File: config.mk
export PLATFORM = sky130hd
export DESIGN_NAME = ab_gen
export DESIGN_NICKNAME = d
export VERILOG_FILES = /design/src/rtl/cpu_pkg.sv /design/src/rtl/ab_low.sv /design/src/rtl/ab_gen.sv
export SDC_FILE = /design/constraint.sdc
export NUM_CORES = 1
export LEC_CHECK = 0
export CORE_MARGIN = 4
export CORE_UTILIZATION = 53
export DETAILED_ROUTE_END_ITERATION = 7
export GPL_ROUTABILITY_DRIVEN = 0
export PLACE_DENSITY = 0.82
export SYNTH_ARGS = -nofsm -noshare
export SYNTH_HDL_FRONTEND = slang
export SYNTH_HIERARCHICAL = 1
export SYNTH_SLANG_ARGS = --single-unit
File: constraint.sdc
create_clock -name clk -period 8.5 [get_ports clk]
set_clock_uncertainty 0.15 [all_clocks]
set_input_delay 1.7 -clock clk [delete_from_list [all_inputs] [get_ports clk]]
set_output_delay 1.7 -clock clk [all_outputs]
set_load 0.1 [all_outputs]
File: src/rtl/cpu_pkg.sv
// Shared core package: ab_op field positions, address-path encodings and
// the high-byte adjust helper used by the address bus generator.
package cpu_pkg;

  // Bit positions of each field inside the 12-bit ab_op word
  localparam int AB_CI   = 0;
  localparam int AB_LOP  = 1;
  localparam int AB_LSEL = 3;
  localparam int AB_HOP  = 5;
  localparam int AB_IPH  = 9;

  // Low-byte base select (abl_op)
  typedef enum logic [1:0] {
    ABL_REG = 2'b00,
    ABL_DB  = 2'b01,
    ABL_PC  = 2'b10,
    ABL_AB  = 2'b11
  } abl_base_e;

  // Low-byte addend select (abl_sel)
  typedef enum logic [1:0] {
    ADD_0   = 2'b00,
    ADD_REG = 2'b01,
    ADD_DB  = 2'b10,
    ADD_FF  = 2'b11
  } abl_add_e;

  // High-byte base select (abh_op[3:2])
  typedef enum logic [1:0] {
    ABH_CONST = 2'b00,
    ABH_AB    = 2'b01,
    ABH_PC    = 2'b10,
    ABH_DB    = 2'b11
  } abh_base_e;

  // High-byte modifier (abh_op[1:0]) for the constant base
  localparam logic [1:0] ABH_K00  = 2'b00;
  localparam logic [1:0] ABH_K01  = 2'b01;
  localparam logic [1:0] ABH_KRSV = 2'b10;
  localparam logic [1:0] ABH_KFF  = 2'b11;

  // High-byte modifier (abh_op[1:0]) for the non-constant bases
  localparam logic [1:0] ABH_CO   = 2'b10;
  localparam logic [1:0] ABH_COFF = 2'b11;

  // PC update (iph[1:0]) and save flag position (iph[2])
  typedef enum logic [1:0] {
    IPH_HOLD  = 2'b00,
    IPH_HOLD1 = 2'b01,
    IPH_LOAD  = 2'b10,
    IPH_INC   = 2'b11
  } iph_e;
  localparam int IPH_SAVE = 2;

  // Adding FF on top of the carry gives base-1+co, i.e. the backward
  // branch page fix: co=1 keeps the page, co=0 steps one page back.
  function automatic logic [7:0] abh_fix(input logic [7:0] base,
                                         input logic [1:0] mode,
                                         input logic       co);
    case (mode)
      ABH_CO:   return base + {7'd0, co};
      ABH_COFF: return base + {7'd0, co} + 8'hFF;
      default:  return base;
    endcase
  endfunction

endpackage

File: src/rtl/ab_low.sv
// Low address byte: base/addend muxes and 9-bit adder producing the next
// low byte and the carry consumed by the high-byte logic in the same cycle.
module ab_low
  import cpu_pkg::*;
(
  input  logic [1:0] abl_op,
  input  logic [1:0] abl_sel,
  input  logic       abl_ci,
  input  logic [7:0] db,
  input  logic [7:0] reg_val,
  input  logic [7:0] pc_lo,
  input  logic [7:0] ab_lo,
  output logic [7:0] abl_next,
  output logic       co
);

  logic [7:0] base;
  logic [7:0] addend;
  logic [8:0] lo9;

  // Select base and addend, then form the 9-bit sum
  always_comb begin
    base   = 8'h00;
    addend = 8'h00;
    case (abl_op)
      ABL_REG: base = reg_val;
      ABL_DB:  base = db;
      ABL_PC:  base = pc_lo;
      default: base = ab_lo;
    endcase
    case (abl_sel)
      ADD_0:   addend = 8'h00;
      ADD_REG: addend = reg_val;
      ADD_DB:  addend = db;
      default: addend = 8'hFF;
    endcase
    lo9      = {1'b0, base} + {1'b0, addend} + {8'd0, abl_ci};
    abl_next = lo9[7:0];
    co       = lo9[8];
  end

endmodule

File: src/rtl/ab_gen.sv
// Address bus generator: registered AB, PC and PC save latch driven by the
// sequencer's expanded address op word. One cycle of latency, no
// combinational path from ab_op to the outputs.
// Optional build macro AB_RDY_EN adds the RDY stall input.
module ab_gen
  import cpu_pkg::*;
#(
  parameter logic [15:0] RESET_AB = 16'h0000
) (
  input  logic        clk,
  input  logic        reset,
  input  logic [11:0] ab_op,
  input  logic [7:0]  DB,
  input  logic [7:0]  REG,
`ifdef AB_RDY_EN
  input  logic        RDY,
`endif
  output logic [15:0] AB,
  output logic [15:0] PC,
  output logic [15:0] PCSAVE
);

  logic [2:0]  iph;
  logic [3:0]  abh_op;
  logic [1:0]  abl_sel;
  logic [1:0]  abl_op;
  logic        abl_ci;
  logic [7:0]  abl_next;
  logic        co;
  logic [7:0]  abh_next;
  logic        rsv;
  logic [15:0] ab_next;
  logic [15:0] pc_next;
  logic        en;

  assign iph     = ab_op[AB_IPH +: 3];
  assign abh_op  = ab_op[AB_HOP +: 4];
  assign abl_sel = ab_op[AB_LSEL +: 2];
  assign abl_op  = ab_op[AB_LOP +: 2];
  assign abl_ci  = ab_op[AB_CI];

`ifdef AB_RDY_EN
  assign en = RDY;
`else
  assign en = 1'b1;
`endif

  ab_low u_low (
    .abl_op   (abl_op),
    .abl_sel  (abl_sel),
    .abl_ci   (abl_ci),
    .db       (DB),
    .reg_val  (REG),
    .pc_lo    (PC[7:0]),
    .ab_lo    (AB[7:0]),
    .abl_next (abl_next),
    .co       (co)
  );

  // High byte select and adjust; flag the reserved constant encoding
  always_comb begin
    abh_next = 8'h00;
    rsv      = 1'b0;
    case (abh_op[3:2])
      ABH_CONST: begin
        case (abh_op[1:0])
          ABH_K00: abh_next = 8'h00;
          ABH_K01: abh_next = 8'h01;
          ABH_KFF: abh_next = 8'hFF;
          default: begin
            abh_next = 8'hxx;
            rsv      = 1'b1;
          end
        endcase
      end
      ABH_AB:  abh_next = abh_fix(AB[15:8], abh_op[1:0], co);
      ABH_PC:  abh_next = abh_fix(PC[15:8], abh_op[1:0], co);
      default: abh_next = abh_fix(DB, abh_op[1:0], co);
    endcase
  end

  assign ab_next = {abh_next, abl_next};

  // Next PC; a reserved high encoding leaves PC alone so x never reaches it
  always_comb begin
    pc_next = PC;
    if (!rsv) begin
      case (iph[1:0])
        IPH_LOAD: pc_next = ab_next;
        IPH_INC:  pc_next = ab_next + 16'd1;
        default:  pc_next = PC;
      endcase
    end
  end

  // Register AB, PC and the save latch; reset wins over the stall
  always_ff @(posedge clk) begin
    if (reset) begin
      AB     <= RESET_AB;
      PC     <= RESET_AB;
      PCSAVE <= 16'h0000;
    end else if (en) begin
      AB <= ab_next;
      PC <= pc_next;
      if (iph[IPH_SAVE] && !rsv) PCSAVE <= pc_next;
    end
  end

endmodule

-- After elaboration in Yosys (flattened, before gate mapping)
Index checks and enable logic that the tools add are counted.
- output and inout bits: 48
- flip-flop bits (word level): 48
- word-level logic and storage cells: 41
- reduce and logical (&&, ||, !) cells: 7
- add/sub/neg operators: 9
- equality and inequality tests: 11
- muxes and demuxes: 11
- operators with widths (kind ; number):
    one-hot mux 8 bit (3 select lines) ; 4
    one-hot mux 8 bit (2 select lines) ; 3
    one-hot mux 16 bit (2 select lines) ; 1
    adder 8 x 1 -> 8 bit ; 3
    adder 8 bit (second input constant) ; 3
    adder 16 x 1 -> 16 bit (second input constant) ; 1
    two-way mux 16 bit ; 1
    equality test 2 bit (second input constant) ; 7
    adder 8 x 8 -> 9 bit ; 1
    adder 9 x 1 -> 9 bit ; 1
    equality test 2 x 1 -> 1 bit (second input constant) ; 4
    zero test 2 bit ; 4
    OR reduction 3 bit ; 1
    two-way mux 1 bit ; 2
    logical AND 1 bit ; 1
    zero test 1 bit ; 1

-- Depth between registers and ports, before layout
- depth in word-level cells: 11
- depth in mapped cells: 23

-- Modules after synthesis
The synthesis kept the hierarchy.
- modules (own cells, without submodules) (module ; instances ; cells an instance ; area an instance (µm²)):
    ab_gen ; 1 ; 412 ; 3229.3
    ab_low ; 1 ; 83 ; 685.7

-- Worst setup path before layout
Ideal clock, no wire load.
- path type: input port to flip-flop
- start: input ab_op[1]
- end: register PCSAVE[13]
- stages on the path: 23
- library setup time: 80 ps
- slack: 1692 ps
- required time: 8270 ps
- data arrival time: 6579 ps
- cell sequence: buf_2 > mux4_2 > inv_1 > fa_1 > inv_1 > fa_1 > a21oi_1 > nor2_1 > nor2_2 > o21ai_1 > ha_1 > ha_1 > inv_1 > ha_1 > nand2_2 > xnor2_2 > mux2i_1 > a221o_1 > or4_4 > a2111o_1 > and3_1 > o31a_1 > a211oi_2
- word-level cells in the longest chain between the ends: 11
- elaborated cells on any way between the ends: 19
- classes of those cells: 9 x add/sub; 2 x eq/ne; 7 x mux; 1 x reduce/logical
- ends and longest elaborated chain (item ; line ; text):
    start, declared ; ab_gen.sv:12 ; input logic [11:0] ab_op,
    equality test 2 bit (tied with other cells) ; ab_low.sv:25 ; case (abl_op)
    one-hot mux 8 bit (3 select lines) (*) ; ab_low.sv:25 ;
    adder 8 x 8 -> 9 bit (*) ; ab_low.sv:37 ; lo9 = {1'b0, base} + {1'b0, addend} + {8'd0, abl_ci};
    adder 9 x 1 -> 9 bit (*) ; ab_low.sv:37 ;
    net co ; ab_gen.sv:29 ; logic co;
    adder 8 x 1 -> 8 bit ; cpu_pkg.sv:61, cpu_pkg.sv:62 ;
    adder 8 bit ; cpu_pkg.sv:62 ; ABH_COFF: return base + {7'd0, co} + 8'hFF;
    one-hot mux 8 bit (2 select lines) ; cpu_pkg.sv:60 ; case (mode)
    one-hot mux 8 bit (3 select lines) (*) ; ab_gen.sv:64 ; case (abh_op[3:2])
    adder 16 x 1 -> 16 bit ; ab_gen.sv:90 ; IPH_INC: pc_next = ab_next + 16'd1;
    one-hot mux 16 bit (2 select lines) (*) ; ab_gen.sv:88 ; case (iph[1:0])
    two-way mux 16 bit (*) ; ab_gen.sv:87 ; if (!rsv) begin
    end signal, assigned ; ab_gen.sv:105 ; if (iph[IPH_SAVE] && !rsv) PCSAVE <= pc_next;
    end, declared ; ab_gen.sv:20 ; output logic [15:0] PCSAVE
Mark *: on every way through the listed nets, which the timed path passes. The rest lies on a longest branch.
A chain may end at the register's enable or synchronous reset.

-- Worst setup path after layout
- start: input ab_op[1]
- end: register PCSAVE[15]
The elaborated chain is that of the path after synthesis.

==> out/metrics.csv <==
metric,value,unit
rsz0062_at_grt,no,
syn_avg_cell_area,7.91,sq um
numCtsBuffers,5,
grt.total_usage,25.6,%
postSynthCellCount,495,
start_kind,input port,
die_x,93.9,um
multi_input_area,2750,sq um
dieHeight,93.9,um
whs_endpoint,PCSAVE[11],
reg2reg_to,PCSAVE[15],
viasPerCell,5.93,
status,completed,
drt_iter0_drc,359,
grt_overflow,0,
drc,0,
cts_root_buf,clkbuf_8,
wl_per_cell,16.7,um
area_growth,22.7,%
grt_max_degree,51,
pwr-share-seq,26.2,%
cts_num_sinks,48,
ys_ff_latch,48,
dr.pass1.iters,5,
relSlewSlack,32.3,%
required,8520,ps
clk_latency,310,ps
fmax,0.131,GHz
port_buffers,77,
path_class,input port to flip-flop,
hold_path_class,flip-flop to flip-flop,
regToRegStartpoint,PC[0],
synth_seq_area_share,24.5,%
clkSlewWorstSetupHoldPaths,80,ps
ant_nets,0,
postCtsSetupBuffers,0,
core,7210,sq um
max_slew.worst_pin.slew,1010,ps
initial_utilization,54.3,%
nets,601,
drive_gt1_share,7.78,%
whs,317,ps
grt_pass1_wl,18.1,mm
place_hpwl,8.39,mm
vias,3864,
rows,31,
p_comb_share,58.5,%
fin_crit,7630,ps
ys_async_sr_fraction,0,%
vdd_ir_drop_max,0.000188,V
swShare,50.6,%
synth_edf_count,0,
min_from,PCSAVE[11],
clk_path_buf_depth,2,
cp.arrival,7650,ps
tns,0,ps
cp-end-kind,flip-flop,
crit_fanout,8,
drv_slew,0,
powerDensity,231,nW/um^2
synth_cell_types,70,
hold_violations,0,
clockPowerShare,15.4,%
grt_pass1_vias,3711,
use_met3,3.85,%
cts-resized-gates,0,
design.die.area,8830,sq um
routed_wl,10.9,mm
busiest_layer,met2,
critPathLaunch,ab_op[1],
seq_area,961,sq um
reg2reg_slack,2800,ps
met1_usage,35.1,%
p_sw,561,uW
yosys_warnings,6,
finalCritPeriodShare,89.7,%
h-tree-depth,2,
p_int,547,uW
cts_tree,built,
cts_hold_buf,0,
nFillCells,589,
synthFlopType,dfxtp_1,
rr_worst_depth,22,
syn_nets,544,
grtUsageMet2,41.0,%
antenna_found_initial,0,
setup_violations,0,
synth_area,3920,sq um
holdPathStages,2,
p_leak,0.00184,uW
io_pins,78,
diodes,0,
drv_cap,0,
## layout make-up
| type | count | share of cell area (%) |
|---|---|---|
| multi-input cells | 401 | 57.3 |
| clock inverters | 3 | 0.990 |
| repair buffers | 79 | 16.4 |
| flip-flops and latches | 48 | 20.0 |
| clock buffers | 5 | 1.43 |
| well taps | 99 | 2.58 |
| inverters | 17 | 1.33 |
## state kept, by name (all words and copies together), names as in the netlist
name and cells:
PCSAVE 16, PC 16, AB 16
## per-stage QoR
step / total power (uW) / setup slack, ps / instance area (sq um) / cells / utilization (%)
6_report: 1110 / 875 / 4800 / 652 / 66.6
5_1_grt: 1170 / 513 / 4800 / 652 / 66.6
4_1_cts: 1100 / 906 / 4800 / 652 / 66.6
3_5_place_dp: 932 / 587 / 4690 / 644 / 64.9
3_3_place_gp: 920 / 799 / 4690 / 644 / 64.9
2_1_floorplan: 786 / 1690 / 3920 / 495 / -
## routing by layer
metal / wire, um / vias up / part of all wire [%]
met5: 0 / - / 0
met4: 229 / 0 / 2.1
met3: 748 / 21 / 6.9
met2: 5120 / 175 / 47
met1: 4780 / 1795 / 44
li1: - / 1873 / -
## worst max-delay path by stage
stage | slack (ps) | to
floorplan | 1690 | PCSAVE[13]
global placement | 800 | PCSAVE[15]
detailed placement | 590 | PCSAVE[15]
CTS | 910 | PCSAVE[15]
global route | 510 | PCSAVE[15]
finish | 870 | PCSAVE[15]
## critical path: stages
cell             delay (ps)
clkdlybuf4s50_1         780
mux4_2                  580
inv_1                    90
fa_1                    180
inv_1                    50
fa_1                    400
a21oi_1                 260
nor2_1                   80
nor2_2                  120
o21ai_1                 150
ha_1                    240
ha_1                    320
inv_1                    70
ha_1                    150
nand2_2                  90
xnor2_2                 200
mux2i_1                 130
a221o_1                 440
or4_4                   570
a2111o_1                400
a211oi_2                230
mux2i_1                 300
o41ai_2                 110
## cell usage after synthesis, types with 8 or more instances
| cell | count | share of area (%) |
|---|---|---|
| nor2_1 | 87 | 8.3 |
| dfxtp_1 | 48 | 25 |
| a21oi_1 | 43 | 5.5 |
| nand2_1 | 33 | 3.2 |
| xor2_1 | 19 | 4.3 |
| ha_1 | 17 | 5.4 |
| inv_1 | 17 | 1.6 |
| clkbuf_1 | 16 | 1.5 |
| nand3_1 | 16 | 2.0 |
| o21ai_0 | 15 | 1.9 |
| xnor2_1 | 15 | 3.4 |
| mux2i_1 | 13 | 3.3 |
| nor2b_1 | 12 | 1.9 |
| nor3_1 | 11 | 1.4 |
| mux4_2 | 9 | 5.2 |
| nand3b_1 | 8 | 1.5 |
## power by group through the flow
stage                     registers (uW)  logic [uW]  clock network, uW
after floorplan                      515         271                  0
after global placement               293         626                  0
after detailed placement             294         638                  0
after CTS                            289         642                174
after global routing                 293         689                184
final                                290         647                170
## cells by family (layout without fill, tap and decap cells)
logic type | Yosys count | after routing | share of synthesized area, %
muxes | 28 | 28 | 10.2
adders and majority gates | 19 | 19 | 6.46
DFF | 48 | 48 | 24.5
and+or+nand+nor | 212 | 212 | 26.9
buffers and inverters | 46 | 104 | 5.18
AOI/OAI and AO/OA | 107 | 107 | 18.7
xor gates and xnor gates | 35 | 35 | 8.02
## cell usage in the layout (no fill, tap or decap), drive strengths merged, types with 3 or more instances in the layout
cell           netlist  layout
nor2                88      88
clkdlybuf4s50        0      77
dfxtp               48      48
a21oi               44      44
nand2               36      36
xor2                19      19
inv                 17      17
ha                  17      17
o21ai               17      17
nand3               16      16
xnor2               16      16
mux2i               13      13
nor2b               12      12
nor3                12      12
mux4                 9       9
nand3b               8       8
a211oi               8       8
and2                 6       6
mux2                 6       6
nand4                6       6
a22oi                5       5
or3                  5       5
a21o                 5       5
clkbuf              16       5
a221oi               5       5
and3                 4       4
o211ai               3       3
nor4b                3       3
o41ai                3       3
or4                  3       3
No activity file was read; power rests on OpenSTA's default activity.
